File: config.mk
export PLATFORM = sky130hd
export DESIGN_NAME = xor_parity_sched_flat
export DESIGN_NICKNAME = d
export VERILOG_FILES = /design/src/rtl/xor_parity_sched_if.sv /design/src/rtl/xor_parity_sched.sv /design/src/flat_wrapper.sv
export SDC_FILE = /design/constraint.sdc
export NUM_CORES = 1
export LEC_CHECK = 0
export CAP_MARGIN = 20
export CORE_MARGIN = 1.5
export CORE_UTILIZATION = 48
export CTS_BUF_LIST = sky130_fd_sc_hd__clkbuf_4
export DETAILED_ROUTE_END_ITERATION = 10
export HOLD_SLACK_MARGIN = 0.05
export PLACE_DENSITY = 0.83
export RECOVER_POWER = 25
export SYNTH_ARGS = -nofsm -noshare
export SYNTH_HDL_FRONTEND = slang
export SYNTH_SLANG_ARGS = --single-unit
File: constraint.sdc
create_clock -name clk -period 2 [get_ports clk]
set_input_delay 0.3 -clock clk [delete_from_list [all_inputs] [get_ports clk]]
set_output_delay 0.3 -clock clk [all_outputs]
set_load 0.01 [all_outputs]
File: src/rtl/xor_parity_sched_if.sv
// Requester-side bundle for xor_parity_sched: per-requester req/word in,
// one-hot ack plus shared result and status out.
interface xor_parity_sched_if #(
  parameter int N      = 4,
  parameter int DATA_W = 8,
  parameter int ID_W   = 2
);
  logic [N-1:0]        req;
  logic [N*DATA_W-1:0] data_in;
  logic [N-1:0]        ack;
  logic                done;
  logic                parity_out;
  logic [ID_W-1:0]     gnt_id;
  logic                busy;

  modport master (output req, data_in, input ack, done, parity_out, gnt_id, busy);
  modport slave  (input req, data_in, output ack, done, parity_out, gnt_id, busy);
endinterface

File: src/rtl/xor_parity_sched.sv
// Round-robin scheduler that time-shares one bit-serial XOR stage among N
// requesters; each job takes DATA_W RUN cycles plus one DONE cycle.
module xor_parity_sched #(
  parameter int N          = 4,
  parameter int DATA_W     = 8,
  parameter int ID_W       = 2,
  parameter int PARITY_ODD = 0
) (
  input  logic               clk,
  input  logic               rst,
  xor_parity_sched_if.slave  bus
);
  localparam int              CNT_W = (DATA_W > 1) ? $clog2(DATA_W) : 1;
  localparam logic            ODD   = (PARITY_ODD != 0);
  localparam logic [ID_W:0]   N_W   = (ID_W+1)'(N);

  typedef enum logic [1:0] {IDLE, RUN, DONE} state_t;

  state_t              r_state, w_state_nxt;
  logic [ID_W-1:0]     r_rr_ptr, r_gnt_id, w_winner;
  logic [ID_W:0]       w_sum;
  logic                w_any_req;
  logic [DATA_W-1:0]   w_word, r_shift;
  logic                r_acc, r_parity;
  logic [CNT_W-1:0]    r_cnt;
  logic                w_last_bit;
  logic [N-1:0]        w_ack;
  logic                w_done, w_busy;

  assign w_last_bit = (r_cnt == CNT_W'(DATA_W-1));

  // Descending scan so the candidate closest to rr_ptr is the last one written.
  always_comb begin
    // NOTE: every always_comb output gets a default first so no path can infer a latch.
    w_winner  = r_rr_ptr;
    w_any_req = 1'b0;
    w_sum     = '0;
    for (int i = N-1; i >= 0; i--) begin
      w_sum = {1'b0, r_rr_ptr} + (ID_W+1)'(i);
      if (w_sum >= N_W) w_sum = w_sum - N_W;
      if (bus.req[w_sum[ID_W-1:0]]) begin
        w_winner  = w_sum[ID_W-1:0];
        w_any_req = 1'b1;
      end
    end
  end

  always_comb begin
    w_word = '0;
    for (int i = 0; i < N; i++) begin
      if (w_winner == ID_W'(i)) w_word = bus.data_in[i*DATA_W +: DATA_W];
    end
  end

  always_ff @(posedge clk or posedge rst) begin
    // NOTE: sequential state uses non-blocking assignments so all registers update from pre-edge values.
    if (rst) r_state <= IDLE;
    else     r_state <= w_state_nxt;
  end

  always_comb begin
    w_state_nxt = r_state;
    w_ack       = '0;
    w_done      = 1'b0;
    w_busy      = 1'b0;
    unique case (r_state)
      IDLE: if (w_any_req) w_state_nxt = RUN;
      RUN: begin
        w_busy = 1'b1;
        if (w_last_bit) w_state_nxt = DONE;
      end
      DONE: begin
        w_busy      = 1'b1;
        w_done      = 1'b1;
        w_ack       = N'(1) << r_gnt_id;
        w_state_nxt = IDLE;
      end
      // NOTE: the unused encoding recovers to IDLE rather than locking up.
      default: w_state_nxt = IDLE;
    endcase
  end

  always_ff @(posedge clk or posedge rst) begin
    if (rst) begin
      r_rr_ptr <= '0;
      r_gnt_id <= '0;
      r_shift  <= '0;
      r_acc    <= 1'b0;
      r_cnt    <= '0;
      r_parity <= 1'b0;
    end else begin
      unique case (r_state)
        IDLE: if (w_any_req) begin
          r_gnt_id <= w_winner;
          r_shift  <= w_word;
          r_acc    <= 1'b0;
          r_cnt    <= '0;
        end
        RUN: begin
          r_acc   <= r_acc ^ r_shift[0];
          r_shift <= r_shift >> 1;
          r_cnt   <= r_cnt + CNT_W'(1);
          // Result is registered on the edge that consumes the last bit, so it is stable throughout DONE.
          if (w_last_bit) r_parity <= r_acc ^ r_shift[0] ^ ODD;
        end
        DONE: r_rr_ptr <= (r_gnt_id == ID_W'(N-1)) ? '0 : r_gnt_id + ID_W'(1);
        default: ;
      endcase
    end
  end

  assign bus.ack        = w_ack;
  assign bus.done       = w_done;
  assign bus.busy       = w_busy;
  assign bus.gnt_id     = r_gnt_id;
  assign bus.parity_out = r_parity;
endmodule

File: src/flat_wrapper.sv
// flat-port wrapper written by rule: the top's interface ports become plain ports
module xor_parity_sched_flat 
#(
  parameter int N          = 4,
  parameter int DATA_W     = 8,
  parameter int ID_W       = 2,
  parameter int PARITY_ODD = 0
)
  (clk, rst, bus_req, bus_data_in, bus_ack, bus_done, bus_parity_out, bus_gnt_id, bus_busy);
  xor_parity_sched_if #(.N(N), .DATA_W(DATA_W), .ID_W(ID_W)) bus_i ();
  input  logic clk;
  input  logic rst;
  input wire logic [$bits(bus_i.req)-1:0] bus_req;
  input wire logic [$bits(bus_i.data_in)-1:0] bus_data_in;
  output wire logic [$bits(bus_i.ack)-1:0] bus_ack;
  output wire logic [$bits(bus_i.done)-1:0] bus_done;
  output wire logic [$bits(bus_i.parity_out)-1:0] bus_parity_out;
  output wire logic [$bits(bus_i.gnt_id)-1:0] bus_gnt_id;
  output wire logic [$bits(bus_i.busy)-1:0] bus_busy;
  assign bus_i.req = bus_req;
  assign bus_i.data_in = bus_data_in;
  assign bus_ack = bus_i.ack;
  assign bus_done = bus_i.done;
  assign bus_parity_out = bus_i.parity_out;
  assign bus_gnt_id = bus_i.gnt_id;
  assign bus_busy = bus_i.busy;
  xor_parity_sched #(.N(N), .DATA_W(DATA_W), .ID_W(ID_W), .PARITY_ODD(PARITY_ODD)) u_core (.clk(clk), .rst(rst), .bus(bus_i));
endmodule
### After elaboration in Yosys (flattened, before gate mapping)

Cells that the tools add are included.
Widths: inputs -> output; s select.

| storage, ports and cells | value |
|---|---|
| output and inout port bits | 9 |
| flip-flop bits (word level) | 19 |
| logic and storage cells | 80 |

| cells by class | value |
|---|---|
| reductions and logical operators | 8 |
| magnitude comparators | 8 |
| muxes and demuxes | 37 |
| shift operators | 1 |
| bitwise logic cells | 1 |
| equality and inequality tests | 9 |
| add/sub/neg operators | 9 |

Operator list:

| cell | number |
|---|---|
| $mux 8 | 5 |
| $mux 2 | 11 |
| $pmux 8 s2 | 1 |
| $lt 2x3->1 const B | 4 |
| $mux 1 | 11 |
| $ge 3x3->1 const B | 3 |
| $bmux 1 s2 | 4 |
| $eq 2x2->1 const B | 4 |
| $reduce_and 2->1 | 4 |
| $sub 2x1->2 const B | 4 |
| $add 2x2->3 const B | 2 |
| $pmux 3 s2 | 1 |
| $eq 2x1->1 const B | 2 |
| $logic_not 2->1 | 2 |
| $mux 4 | 1 |
| $ne 2x1->1 const B | 2 |
| $pmux 2 s2 | 1 |
| $shl 1x2->4 const A | 1 |
| $add 2x1->3 const B | 1 |
| $add 3x1->3 const B | 1 |
| $eq 3x3->1 const B | 1 |
| $ge 2x3->1 const B | 1 |
| $mux 3 | 1 |
| $add 2x1->2 const B | 1 |
| 4 further kinds | 4 |

### Depth between registers and ports, before layout

Gate-level depths: netlist (run 1).

| depth | value |
|---|---|
| depth after elaboration | 16 |
| gate-level depth with buffers | 8 |
| mapped depth without buffers | 7 |

### Worst setup path before layout (run 1)

Ideal clock, no wire load.

| timing | value |
|---|---|
| path kind | register to register |
| from | register u_core.r_rr_ptr[1] |
| to | register u_core.r_shift[0] |
| cell stages (with the launch flop) | 9 |
| arrival | 1,604 ps |
| data required time | 1,874 ps |
| period minus slack after synthesis | 1,730 ps |
| library setup time | 126 ps |
| setup slack | 270 ps |
| cells stage by stage | dfrtp_1 -> buf_6 -> nand3b_1 -> o31ai_1 -> o31ai_1 -> buf_6 -> mux2i_1 -> mux2i_1 -> a221o_1 |

| between the ends | value |
|---|---|
| longest elaborated chain between the ends | 16 |
| elaborated cells between the ends (all ways) | 43 |

Ends and longest elaborated chain:

| element | RTL line | RTL |
|---|---|---|
| from (decl) | xor_parity_sched.sv:20 | `logic [ID_W-1:0] r_rr_ptr, r_gnt_id, w_winner;` |
| from (signal assigned) | xor_parity_sched.sv:106 | `DONE: r_rr_ptr <= (r_gnt_id == ID_W'(N-1)) ? '0 : r_gnt_id + ID_W'(1);` |
| $add 2x2->3 | xor_parity_sched.sv:39 | `w_sum = {1'b0, r_rr_ptr} + (ID_W+1)'(i);` |
| $ge 3x3->1 / $sub 2x1->2 (equally long branches) | xor_parity_sched.sv:40 | `if (w_sum >= N_W) w_sum = w_sum - N_W;` |
| $mux 2 | xor_parity_sched.sv:40 |  |
| $bmux 1 s2 | xor_parity_sched.sv:41 | `if (bus.req[w_sum[ID_W-1:0]]) begin` |
| $mux 1 (not written as such) | xor_parity_sched.sv:41 |  |
| $mux 2 (4 in a row) | xor_parity_sched.sv:41 |  |
| $logic_not 2->1 | xor_parity_sched.sv:51 | `if (w_winner == ID_W'(i)) w_word = bus.data_in[i*DATA_W +: DATA_W];` |
| $mux 8 (4 in a row) | xor_parity_sched.sv:51 |  |
| $mux 8 | xor_parity_sched.sv:93 | `IDLE: if (w_any_req) begin` |
| $pmux 8 s2 | xor_parity_sched.sv:92 | `unique case (r_state)` |
| to (signal assigned) | xor_parity_sched.sv:95 | `r_shift <= w_word;` |
| to (signal assigned) | xor_parity_sched.sv:101 | `r_shift <= r_shift >> 1;` |
| to (decl) | xor_parity_sched.sv:23 | `logic [DATA_W-1:0] w_word, r_shift;` |

Parallel ways exist; a longest one is shown, timed or not. The select of a mux whose other input is x is not followed.
A chain may end at the register's enable or synchronous reset.

### Worst setup path after layout (run 1)

| timing | value |
|---|---|
| from | register u_core.r_state[1] |
| to | output port bus_busy |

| between the ends | value |
|---|---|
| longest elaborated chain between the ends | 3 |
| elaborated cells between the ends (all ways) | 4 |

Ends and longest elaborated chain:

| element | RTL line | RTL |
|---|---|---|
| from (decl) | xor_parity_sched.sv:19 | `state_t r_state, w_state_nxt;` |
| from (signal assigned) | xor_parity_sched.sv:58 | `else r_state <= w_state_nxt;` |
| $eq 2x2->1 / $eq 2x1->1 (equally long branches) | xor_parity_sched.sv:66 | `unique case (r_state)` |
| $reduce_or 2->1 (no source line) (*) | - |  |
| $mux 1 (*) | xor_parity_sched.sv:66 |  |
| to (decl) | flat_wrapper.sv:19 | `output wire logic [$bits(bus_i.busy)-1:0] bus_busy;` |

Mark *: on every way between the ends. The rest lies on a longest branch, timed or not.

==> flow_metrics.env, run 1 <==
export IMPL_netlist_top_cells_count="19 x dfrtp_1, 12 x mux2i_1, 10 x and2_1, 10 x ha_1, 9 x a21oi_1"
export IMPL_syn2layout_area_growth_pct=46.4
export IMPL_fin_skew_ns=0.00160
export IMPL_initialDrtViolationCount=53
export IMPL_io_buffers=46
export IMPL_ys_types=41
export IMPL_power_density_nw_per_um2=1280
export IMPL_p_switching_mw=1.15
export IMPL_synth_top_cell_by_area="dfrtp_1"
export IMPL_arrival_ns=1.62
export IMPL_place_area_sq_um=2070
export IMPL_rows=19
export IMPL_grt_pass1_wl_mm=6.01
export IMPL_nets=262
export IMPL_leakagePower_nw=0.988
export IMPL_sw_frac_of_total_pct=42.2
export IMPL_synth_flop_cell="dfrtp_1"
export IMPL_first_pass_iters=9
export IMPL_status="finished with violations"
export IMPL_n_antenna_cell=0
export IMPL_r2r_cells=7
export IMPL_ys_seq_area_share_pct=32.6
export IMPL_antenna_found_initial=0
export IMPL_drv_cap=0
export IMPL_clockBufferDepth=2
export IMPL_worstPathMaxFanout=3
export IMPL_dpl_hpwl_mm=2.93
export IMPL_tns_ns=0
export IMPL_drc=4
export IMPL_post_route_period_util_pct=96.0
export IMPL_die_x_microns=58.1
export IMPL_required_ns=1.70
export IMPL_avgViaCountPerCell=5.68
export IMPL_ant_nets=0
export IMPL_violations="design-rule violations"
export IMPL_hold_viol_final=0
export IMPL_clkPwrFrac_pct=7.4
export IMPL_p_total_mw=2.73
export IMPL_cts_hold_fix_buffers=0
export IMPL_netlist_area_sq_um=1460
export IMPL_cts_tree="built"
export IMPL_vias=1387
export IMPL_hold_depth=2
export IMPL_yosysWarnings=0
export IMPL_grt_use_total_pct=23.0
export IMPL_synth_nets=196
export IMPL_synth_edf_count=0
export IMPL_synthCells=148
export IMPL_wire_per_inst_microns=14.9
export IMPL_pin_count=47
export IMPL_worst_setup_path_type="flip-flop to output port"
export IMPL_min_period_ns=1.92
export IMPL_critPathLaunchType="flip-flop"
export IMPL_async_reset_ff_share_pct=100
export IMPL_max_freq_mhz=521
export IMPL_wirelength_mm=3.63
export IMPL_drive_gt1_share_pct=21.1
export IMPL_rsz0062_at_grt="no"
export IMPL_clock_latency_ns=0.30
export IMPL_die_area_sq_um=3380
export IMPL_synth_top_cell_area_share_pct=32.6
export IMPL_grt_overflow=0
export IMPL_fp_coreArea_sq_um=2830
export IMPL_report_final_slew_viol_count=0
export IMPL_synth_seq_cells=19
export IMPL_fin_area_sq_um=2140
export IMPL_grt_max_degree=20
export IMPL_die_y_microns=58.1
export IMPL_intPower_mw=1.58
export IMPL_first_global_vias=1424
export IMPL_tightestPinTransition_ns=1.04
export IMPL_end_kind="output port"
export IMPL_avgSynthCellArea_sq_um=9.86
export IMPL_slew_limit_headroom_pct=30.6
export IMPL_vdd_ir_drop_worst_mv=0.647
export IMPL_cts_sinks=19
export IMPL_start_util_pct=51.6
export IMPL_yosysMostFrequentCell="dfrtp_1"
export IMPL_globalplace_congestion=0.832
export IMPL_power_frac_comb_pct=64.1
export IMPL_yosys_top_cells_area="dfrtp_1 33%, ha_1 8.6%, mux2i_1 8.2%"
export IMPL_cts_clk_slew_worst_paths_ns=0.11
export IMPL_htree_levels=1
export IMPL_cts_made_buffers=3
export IMPL_cts_root_buf="clkbuf_4"
export IMPL_hold_class="flip-flop to flip-flop"
export IMPL_p_seq_share_pct=28.6
export IMPL_setup_violations=0
==> registers in the layout, summed over array words and instances (netlist names) <==
register and flops:
u_core.r_acc 1, u_core.r_shift 8, u_core.r_state 2, u_core.bus.parity_out 1, u_core.r_rr_ptr 2, u_core.bus.gnt_id 2, u_core.r_cnt 3
==> path summary, 6_finish.rpt <==
| path | startpoint | end | slack [ns] |
|---|---|---|---|
| worst min register to register | u_core.r_shift[3] | u_core.r_shift[2] | 0.54 |
| worst max register to register | u_core.r_rr_ptr[1] | u_core.r_shift[0] | 0.11 |
| worst min-delay path | u_core.r_shift[3] | u_core.r_shift[2] | 0.54 |
| min in group asynchronous | rst | u_core.r_state[0] | 0.74 |
| max in group asynchronous | rst | u_core.bus.gnt_id[0] | 0.57 |
| worst max-delay path | u_core.r_state[1] | bus_busy | 0.08 |
==> stage by stage <==
step | cells | util (%) | hold slack (ns) | worst slack (ns)
6_report | 244 | 75.5 | 0.542 | 0.0804
5_1_grt | 244 | 75.5 | 0.550 | 0.00622
4_1_cts | 242 | 74.6 | 0.301 | 0.0127
3_5_place_dp | 238 | 73.2 | 0.519 | -0.293
3_3_place_gp | 238 | 73.2 | 0.492 | -0.123
2_1_floorplan | 148 | - | 0.251 | 0.270
==> power groups by stage <==
stage	sequential, mW	combinational, mW	clock [mW]
final	0.781	1.75	0.201
after global routing	0.806	1.92	0.232
after CTS	0.778	1.73	0.210
after detailed placement	0.782	1.71	0
after global placement	0.759	1.62	0
after floorplan	0.724	1.17	0
==> cell families after synthesis <==
group / after synthesis / share of synthesized area [%]
AO/OA/AOI/OAI: 49 / 25.4
XOR/XNOR: 1 / 0.600
adder cells (fa/ha/maj): 10 / 8.58
buffers and inverters: 14 / 5.40
flip-flops: 19 / 32.6
multiplexers: 17 / 12.3
AND/OR/NAND/NOR: 38 / 15.1
==> placed cells by master (no fill, tap or decap), types with 4 or more instances in the layout <==
cell	netlist	layout
a21oi_1	9	9
dfrtp_1	19	17
mux2_2	4	4
o21ai_0	5	5
dlymetal6s2s_1	0	5
o221ai_1	6	6
nor2b_1	4	4
mux2i_1	12	12
o21ai_1	7	7
nand2_1	6	6
a22oi_1	6	6
inv_1	8	7
ha_1	10	9
nor2_1	7	7
clkdlybuf4s50_1	0	40
and2_1	10	10
buf_4	1	19
==> per-layer routing <==
layer	routed length, microns	track usage [%]	share of wire (%)
met5	0	0	0
met4	55	6.64	1.5
met3	200	3.35	5.5
met2	1940	43.8	54
met1	1430	26.2	39
==> critical path, stage by stage (launching register included) <==
cell	delay, ns
dfrtp_1	0.42
inv_1	0.10
ha_1	0.28
clkdlybuf4s50_1	0.52
==> layout make-up <==
cell class / count / area (sq um)
Multi-Input combinational cell: 115 / 922
Fill cell: 188 / 693
Timing Repair Buffer: 67 / 639
Sequential cell: 19 / 478
Tap cell: 31 / 38.8
Inverter: 8 / 30.0
Clock buffer: 3 / 22.5
Clock inverter: 1 / 5.00
==> timing repair <==
action / 4_1_cts / 5_1_grt
gates resized for setup: 3 / 7
gates cloned: 0 / 0
endpoints found under the setup margin: 5 / 5
setup buffers: 0 / 2
Note: power is estimated with default switching activity, not from simulation.
==> run 2: changes to the inputs <==
Settings changed: ABC_AREA set to 1, CORE_UTILIZATION 48 to 49, PLACE_DENSITY 0.83 to 0.82, SKIP_CTS_REPAIR_TIMING set to 1.
==> flow_metrics.env, run 2 <==
export IMPL_netlist_top_cells_count="78 x nand2_1, 34 x inv_1, 23 x nand3_1"
export IMPL_yosysWarnings=0
export IMPL_post_route_period_util_pct=98.7
export IMPL_ys_types=28
export IMPL_required_ns=2.22
export IMPL_critPathLaunchType="flip-flop"
export IMPL_grt_max_degree=20
export IMPL_largest_reg_flops=8
export IMPL_final_cell_mix="68 x nand2_1, 41 x clkdlybuf4s50_1, 33 x inv_1, 22 x nand3_1, 20 x buf_4"
export IMPL_cts_sinks=19
export IMPL_yosys_mux_area_fraction_pct=0
export IMPL_synth_seq_cells=19
export IMPL_drive_gt1_share_pct=22.4
export IMPL_min_period_ns=1.97
export IMPL_die_x_microns=60.1
export IMPL_n_antenna_cell=0
export IMPL_clock_latency_ns=0.31
export IMPL_hold_class="flip-flop to flip-flop"
export IMPL_globalplace_congestion=0.805
export IMPL_cts_clk_slew_worst_paths_ns=0.12
export IMPL_avgViaCountPerCell=4.89
export IMPL_start_util_pct=52.0
export IMPL_arrival_ns=2.19
export IMPL_tightestPinTransition_ns=1.02
export IMPL_wire_per_inst_microns=11.1
export IMPL_cp_cell_sequence="buf_4 > nand2_1 > nand2_2 > nand2_4 > nand2_2 > inv_2 > nand2_4 > nand3_2 > nand2_4 > nand2_8 > buf_6 > nand2_4 > or2_0 > nand2_1 > nand2_1 > nand2_1 > nand2_1"
export IMPL_cts_tree="built"
export IMPL_worstPathMaxFanout=6
export IMPL_synth_top_family_by_area="simple AND/OR/NAND/NOR gates"
export IMPL_async_reset_ff_share_pct=100
export IMPL_gr_usage_met1_pct=26.4
export IMPL_grt_pass1_wl_mm=6.00
export IMPL_yosys_area_share_adder_pct=7.82
export IMPL_dpl_cell_count=330
export IMPL_report_final_slew_viol_count=0
export IMPL_use_met3_pct=4.98
export IMPL_vias=1676
export IMPL_stdcell_count=343
export IMPL_setup_violations=0
export IMPL_place_area_sq_um=2220
export IMPL_final_common_cell="nand2_1"
export IMPL_worst_setup_path_type="flip-flop to flip-flop"
export IMPL_cts_root_buf="clkbuf_4"
export IMPL_yosysMostFrequentCell="nand2_1"
export IMPL_netlist_area_sq_um=1600
export IMPL_die_y_microns=60.1
export IMPL_first_pass_iters=4
export IMPL_layout_area_seq_sq_um=479
export IMPL_fill_cells=235
export IMPL_initialDrtViolationCount=100
export IMPL_slowest_delay_ns=0.46
export IMPL_status="completed"
export IMPL_fp_coreArea_sq_um=3080
export IMPL_synth_top_cell_by_area="dfrtp_1"
export IMPL_rsz0062_at_grt="yes"
export IMPL_yosys_top_cells_area="dfrtp_1 30%, nand2_1 18%, inv_1 8.0%"
export IMPL_vdd_ir_drop_worst_mv=1.19
export IMPL_wirelength_mm=3.81
export IMPL_rows=20
export IMPL_htree_levels=1
export IMPL_largest_registers="u_core.r_shift x8, u_core.r_cnt x3"
export IMPL_antenna_found_initial=0
export IMPL_ant_nets=0
export IMPL_die_area_sq_um=3620
export IMPL_grt_use_met2_pct=39.1
export IMPL_synth_flop_cell="dfrtp_1"
export IMPL_power_density_nw_per_um2=1820
export IMPL_pin_count=47
export IMPL_grt_busiest_layer="met2"
export IMPL_drv_cap=0
export IMPL_synth_edf_count=0
export IMPL_hold_viol_final=0
export IMPL_slew_limit_headroom_pct=32.2
export IMPL_grt_overflow=0
export IMPL_multi_input_area_sq_um=988
export IMPL_max_freq_mhz=507
export IMPL_avgSynthCellArea_sq_um=6.99
export IMPL_synthSimpleGateAreaFrac_pct=41.2
export IMPL_leakagePower_nw=1.30
export IMPL_top_register="u_core.r_shift"
export IMPL_nets=348
export IMPL_fin_skew_ns=0.0221
export IMPL_clockBufferDepth=2
export IMPL_io_buffers=46
export IMPL_fin_area_sq_um=2380
export IMPL_rrSetupSlack_ns=0.03
export IMPL_end_kind="flip-flop"
export IMPL_first_global_vias=1506
export IMPL_cts_made_buffers=3
export IMPL_synth_top_cell_area_share_pct=29.7
export IMPL_grt_use_total_pct=21.6
export IMPL_syn2layout_area_growth_pct=49.0
export IMPL_synth_nets=277
export IMPL_synthCells=229
export IMPL_ys_seq_area_share_pct=29.7
export IMPL_critical_path_most_common_cell="nand2_1"
export IMPL_dpl_hpwl_mm=2.88
export IMPL_fin_util_pct=77.5
export IMPL_drc=0
export IMPL_synth_compound_area_share_pct=8.60
export IMPL_slowest_stage="dfrtp_2"
export IMPL_synthXorXnorAreaFrac_pct=0.547
==> run 2: cell count changes in the layout (fill, tap and decap cells not counted), moves of 10 or more <==
cell,previous run,this run
nand2_2,2,14
nand2_1,6,68
inv_1,7,33
and2_1,10,0
nand3_1,1,22
mux2i_1,12,0
==> run 2: cells by family after synthesis <==
kind of cell	count (synthesis)
xor+xnor	1
buf+inv	43
compound gates	25
flops	19
fa+ha+maj	10
simple gates	131
==> run 2: area by class of cell <==
type                       instances  share of cell area (%)
tap                               44                    2.31
inverter                          39                    6.56
sequential                        19                    20.1
clock buffer                       4                    1.26
multi-input combinational        167                    41.4
timing repair buffer              70                    28.3
==> run 2: metrics by stage <==
| stage | setup TNS (ns) | setup slack (ns) | power, mW | hold slack, ns |
|---|---|---|---|---|
| 6_report | 0 | 0.0264 | 4.34 | 0.481 |
| 5_1_grt | -0.400 | -0.122 | 4.76 | 0.501 |
| 4_1_cts | -0.600 | -0.144 | 4.02 | 0.307 |
| 3_5_place_dp | -1.03 | -0.177 | 3.80 | 0.466 |
| 3_3_place_gp | -0.633 | -0.105 | 3.72 | 0.458 |
| 2_1_floorplan | 0 | 0.255 | 2.86 | 0.251 |
==> run 2: power by group <==
part,internal [mW],switching [mW]
registers,0.581,0.148
clock network,0.0915,0.119
logic,1.51,1.89
==> run 2: per-layer routing <==
layer / vias to the layer above / part of all wire, %
met2: 49 / 51
li1: 866 / -
met4: 0 / 0.55
met5: - / 0
met1: 758 / 44
met3: 3 / 5.3
==> run 2: path summary, 6_finish.rpt <==
path	cells after the start	to	from
worst max-delay path	17	u_core.r_shift[0]	u_core.r_rr_ptr[1]
worst min-delay path	2	u_core.r_cnt[1]	u_core.r_cnt[1]
worst max register to register	17	u_core.r_shift[0]	u_core.r_rr_ptr[1]
worst min register to register	2	u_core.r_cnt[1]	u_core.r_cnt[1]
max in group asynchronous	3	u_core.bus.gnt_id[0]	rst
min in group asynchronous	3	u_core.r_rr_ptr[0]	rst
==> run 2: worst max-delay path, delay by kind of cell, from the launching register on <==
family | cells | cell delay [ns]
DFF | 1 | 0.46
buffers and inverters | 3 | 0.36
and+or+nand+nor | 14 | 1.05
==> run 3: changes to the inputs <==
Settings changed: CORE_ASPECT_RATIO set to 1.25, CORE_UTILIZATION 49 to 53, CTS_CLUSTER_SIZE set to 14, PLACE_DENSITY 0.82 to 0.88.
Clock period 2 ns to 2.3 ns, I/O delays scaled along.
==> flow_metrics.env, run 3 (synthesized netlist as in run 2, its figures left out) <==
export IMPL_die_x_microns=52.1
export IMPL_grt_max_degree=20
export IMPL_critPathLaunchType="flip-flop"
export IMPL_syn2layout_area_growth_pct=32.5
export IMPL_cts_made_buffers=3
export IMPL_slowest_stage="clkdlybuf4s50_1"
export IMPL_ant_nets=0
export IMPL_start_util_pct=54.8
export IMPL_clock_latency_ns=0.29
export IMPL_dpl_hpwl_mm=2.92
export IMPL_die_area_sq_um=3360
export IMPL_rrSetupSlack_ns=0.27
export IMPL_cp_cell_sequence="inv_1 > ha_2 > nand2_1 > inv_1 > clkdlybuf4s50_1"
export IMPL_wirelength_mm=3.53
export IMPL_rows=22
export IMPL_setup_violations=0
export IMPL_vdd_ir_drop_worst_mv=1.61
export IMPL_avgViaCountPerCell=5.02
export IMPL_critPathBufInv=3
export IMPL_wire_per_inst_microns=11.2
export IMPL_cts_clk_slew_worst_paths_ns=0.11
export IMPL_final_common_cell="nand2_1"
export IMPL_grt_pass1_wl_mm=6.11
export IMPL_tns_ns=0
export IMPL_multi_input_area_sq_um=933
export IMPL_cp_top_family="buffers and inverters"
export IMPL_htree_levels=1
export IMPL_pin_count=47
export IMPL_grt_use_total_pct=23.4
export IMPL_clockBufferDepth=2
export IMPL_whs_ns=0.489
export IMPL_die_y_microns=64.4
export IMPL_grt_overflow=0
export IMPL_arrival_ns=1.72
export IMPL_layout_area_seq_sq_um=475
export IMPL_required_ns=1.96
export IMPL_antenna_found_initial=0
export IMPL_top_register="u_core.r_shift"
export IMPL_cts_tree="built"
export IMPL_cts_root_buf="clkbuf_4"
export IMPL_first_global_vias=1563
export IMPL_nets=327
export IMPL_io_buffers=46
export IMPL_worst_setup_path_type="flip-flop to output port"
export IMPL_min_period_ns=2.06
export IMPL_max_freq_mhz=485
export IMPL_hold_class="flip-flop to flip-flop"
export IMPL_slew_limit_headroom_pct=51.9
export IMPL_fp_coreArea_sq_um=2920
export IMPL_report_final_slew_viol_count=0
export IMPL_first_pass_iters=4
export IMPL_post_route_period_util_pct=89.7
export IMPL_cts_sinks=19
export IMPL_worstPathMaxFanout=9
export IMPL_largest_reg_flops=8
export IMPL_drv_cap=0
export IMPL_hold_viol_final=0
export IMPL_status="completed"
export IMPL_tightestPinTransition_ns=0.721
export IMPL_leakagePower_nw=1.11
export IMPL_initialDrtViolationCount=50
export IMPL_rsz0062_at_grt="no"
export IMPL_final_cell_mix="78 x nand2_1, 45 x clkdlybuf4s50_1, 34 x inv_1, 23 x nand3_1, 19 x dfrtp_1"
export IMPL_fill_cells=262
export IMPL_power_density_nw_per_um2=1490
export IMPL_n_antenna_cell=0
export IMPL_largest_registers="u_core.r_shift x8, u_core.r_cnt x3"
export IMPL_slowest_delay_ns=0.52
export IMPL_vias=1576
export IMPL_fin_skew_ns=0.00317
export IMPL_drc=0
export IMPL_critical_path_most_common_cell="inv_1"
export IMPL_globalplace_congestion=0.857
export IMPL_end_kind="output port"
export IMPL_drive_gt1_share_pct=11.5
run 3: cell count changes in the layout (fill, tap and decap cells not counted), moves of 2 or more:
cell             previous run  this run
dfrtp_1                    16        19
clkdlybuf4s50_1            41        45
dlymetal6s2s_1              4         0
nand2_1                    68        78
buf_12                      2         0
buf_4                      20         3
nand2_4                     7         4
dfrtp_2                     3         0
nand2_2                    14         7
run 3: cell type report:
class / count / share of cell area, %
multi-input combinational: 167 / 44.0
sequential: 19 / 22.4
clock inverter: 1 / 0.236
tap: 36 / 2.12
inverter: 39 / 7.37
clock buffer: 3 / 1.06
timing repair buffer: 49 / 22.8
run 3: power breakdown:
part / switching, mW / total, mW / internal (mW)
Clock: 0.103 / 0.167 / 0.0647
Combinational: 1.50 / 2.39 / 0.892
Sequential: 0.101 / 0.601 / 0.500
Total: 1.70 / 3.16 / 1.46
run 3: per-stage QoR:
stage	instances	util (%)	total power, mW	setup WS [ns]	cell area (sq um)
finish	314	72.7	3.16	0.238	2120
global placement	310	71.7	2.92	0.128	2090
CTS	314	72.6	3.17	0.145	2120
global route	314	72.7	3.49	0.0842	2120
floorplan	229	-	2.49	0.555	1600
detailed placement	310	71.7	2.99	0.0429	2090
run 3: routing by layer:
layer	up-vias	track usage, %	part of all wire [%]
met5	-	0	0
met4	0	3.85	0.88
met3	5	3.00	3.7
met2	46	47.3	55
met1	702	25.0	40
li1	823	-	-
run 3: worst min-delay path: stages, from the launching register on:
cell and delay, ns:
dfrtp_1 0.36, nand2_1 0.06, nand2_1 0.05
run 3: final timing paths:
check | cells past startpoint | endpoint | startpoint
max | 5 | bus_ack[1] | u_core.r_state[0]
min | 2 | u_core.r_cnt[1] | u_core.r_cnt[1]
max reg2reg | 13 | u_core.r_shift[2] | u_core.r_rr_ptr[0]
min reg2reg | 2 | u_core.r_cnt[1] | u_core.r_cnt[1]
max in group asynchronous | 2 | u_core.r_acc | rst
min in group asynchronous | 2 | u_core.r_shift[7] | rst
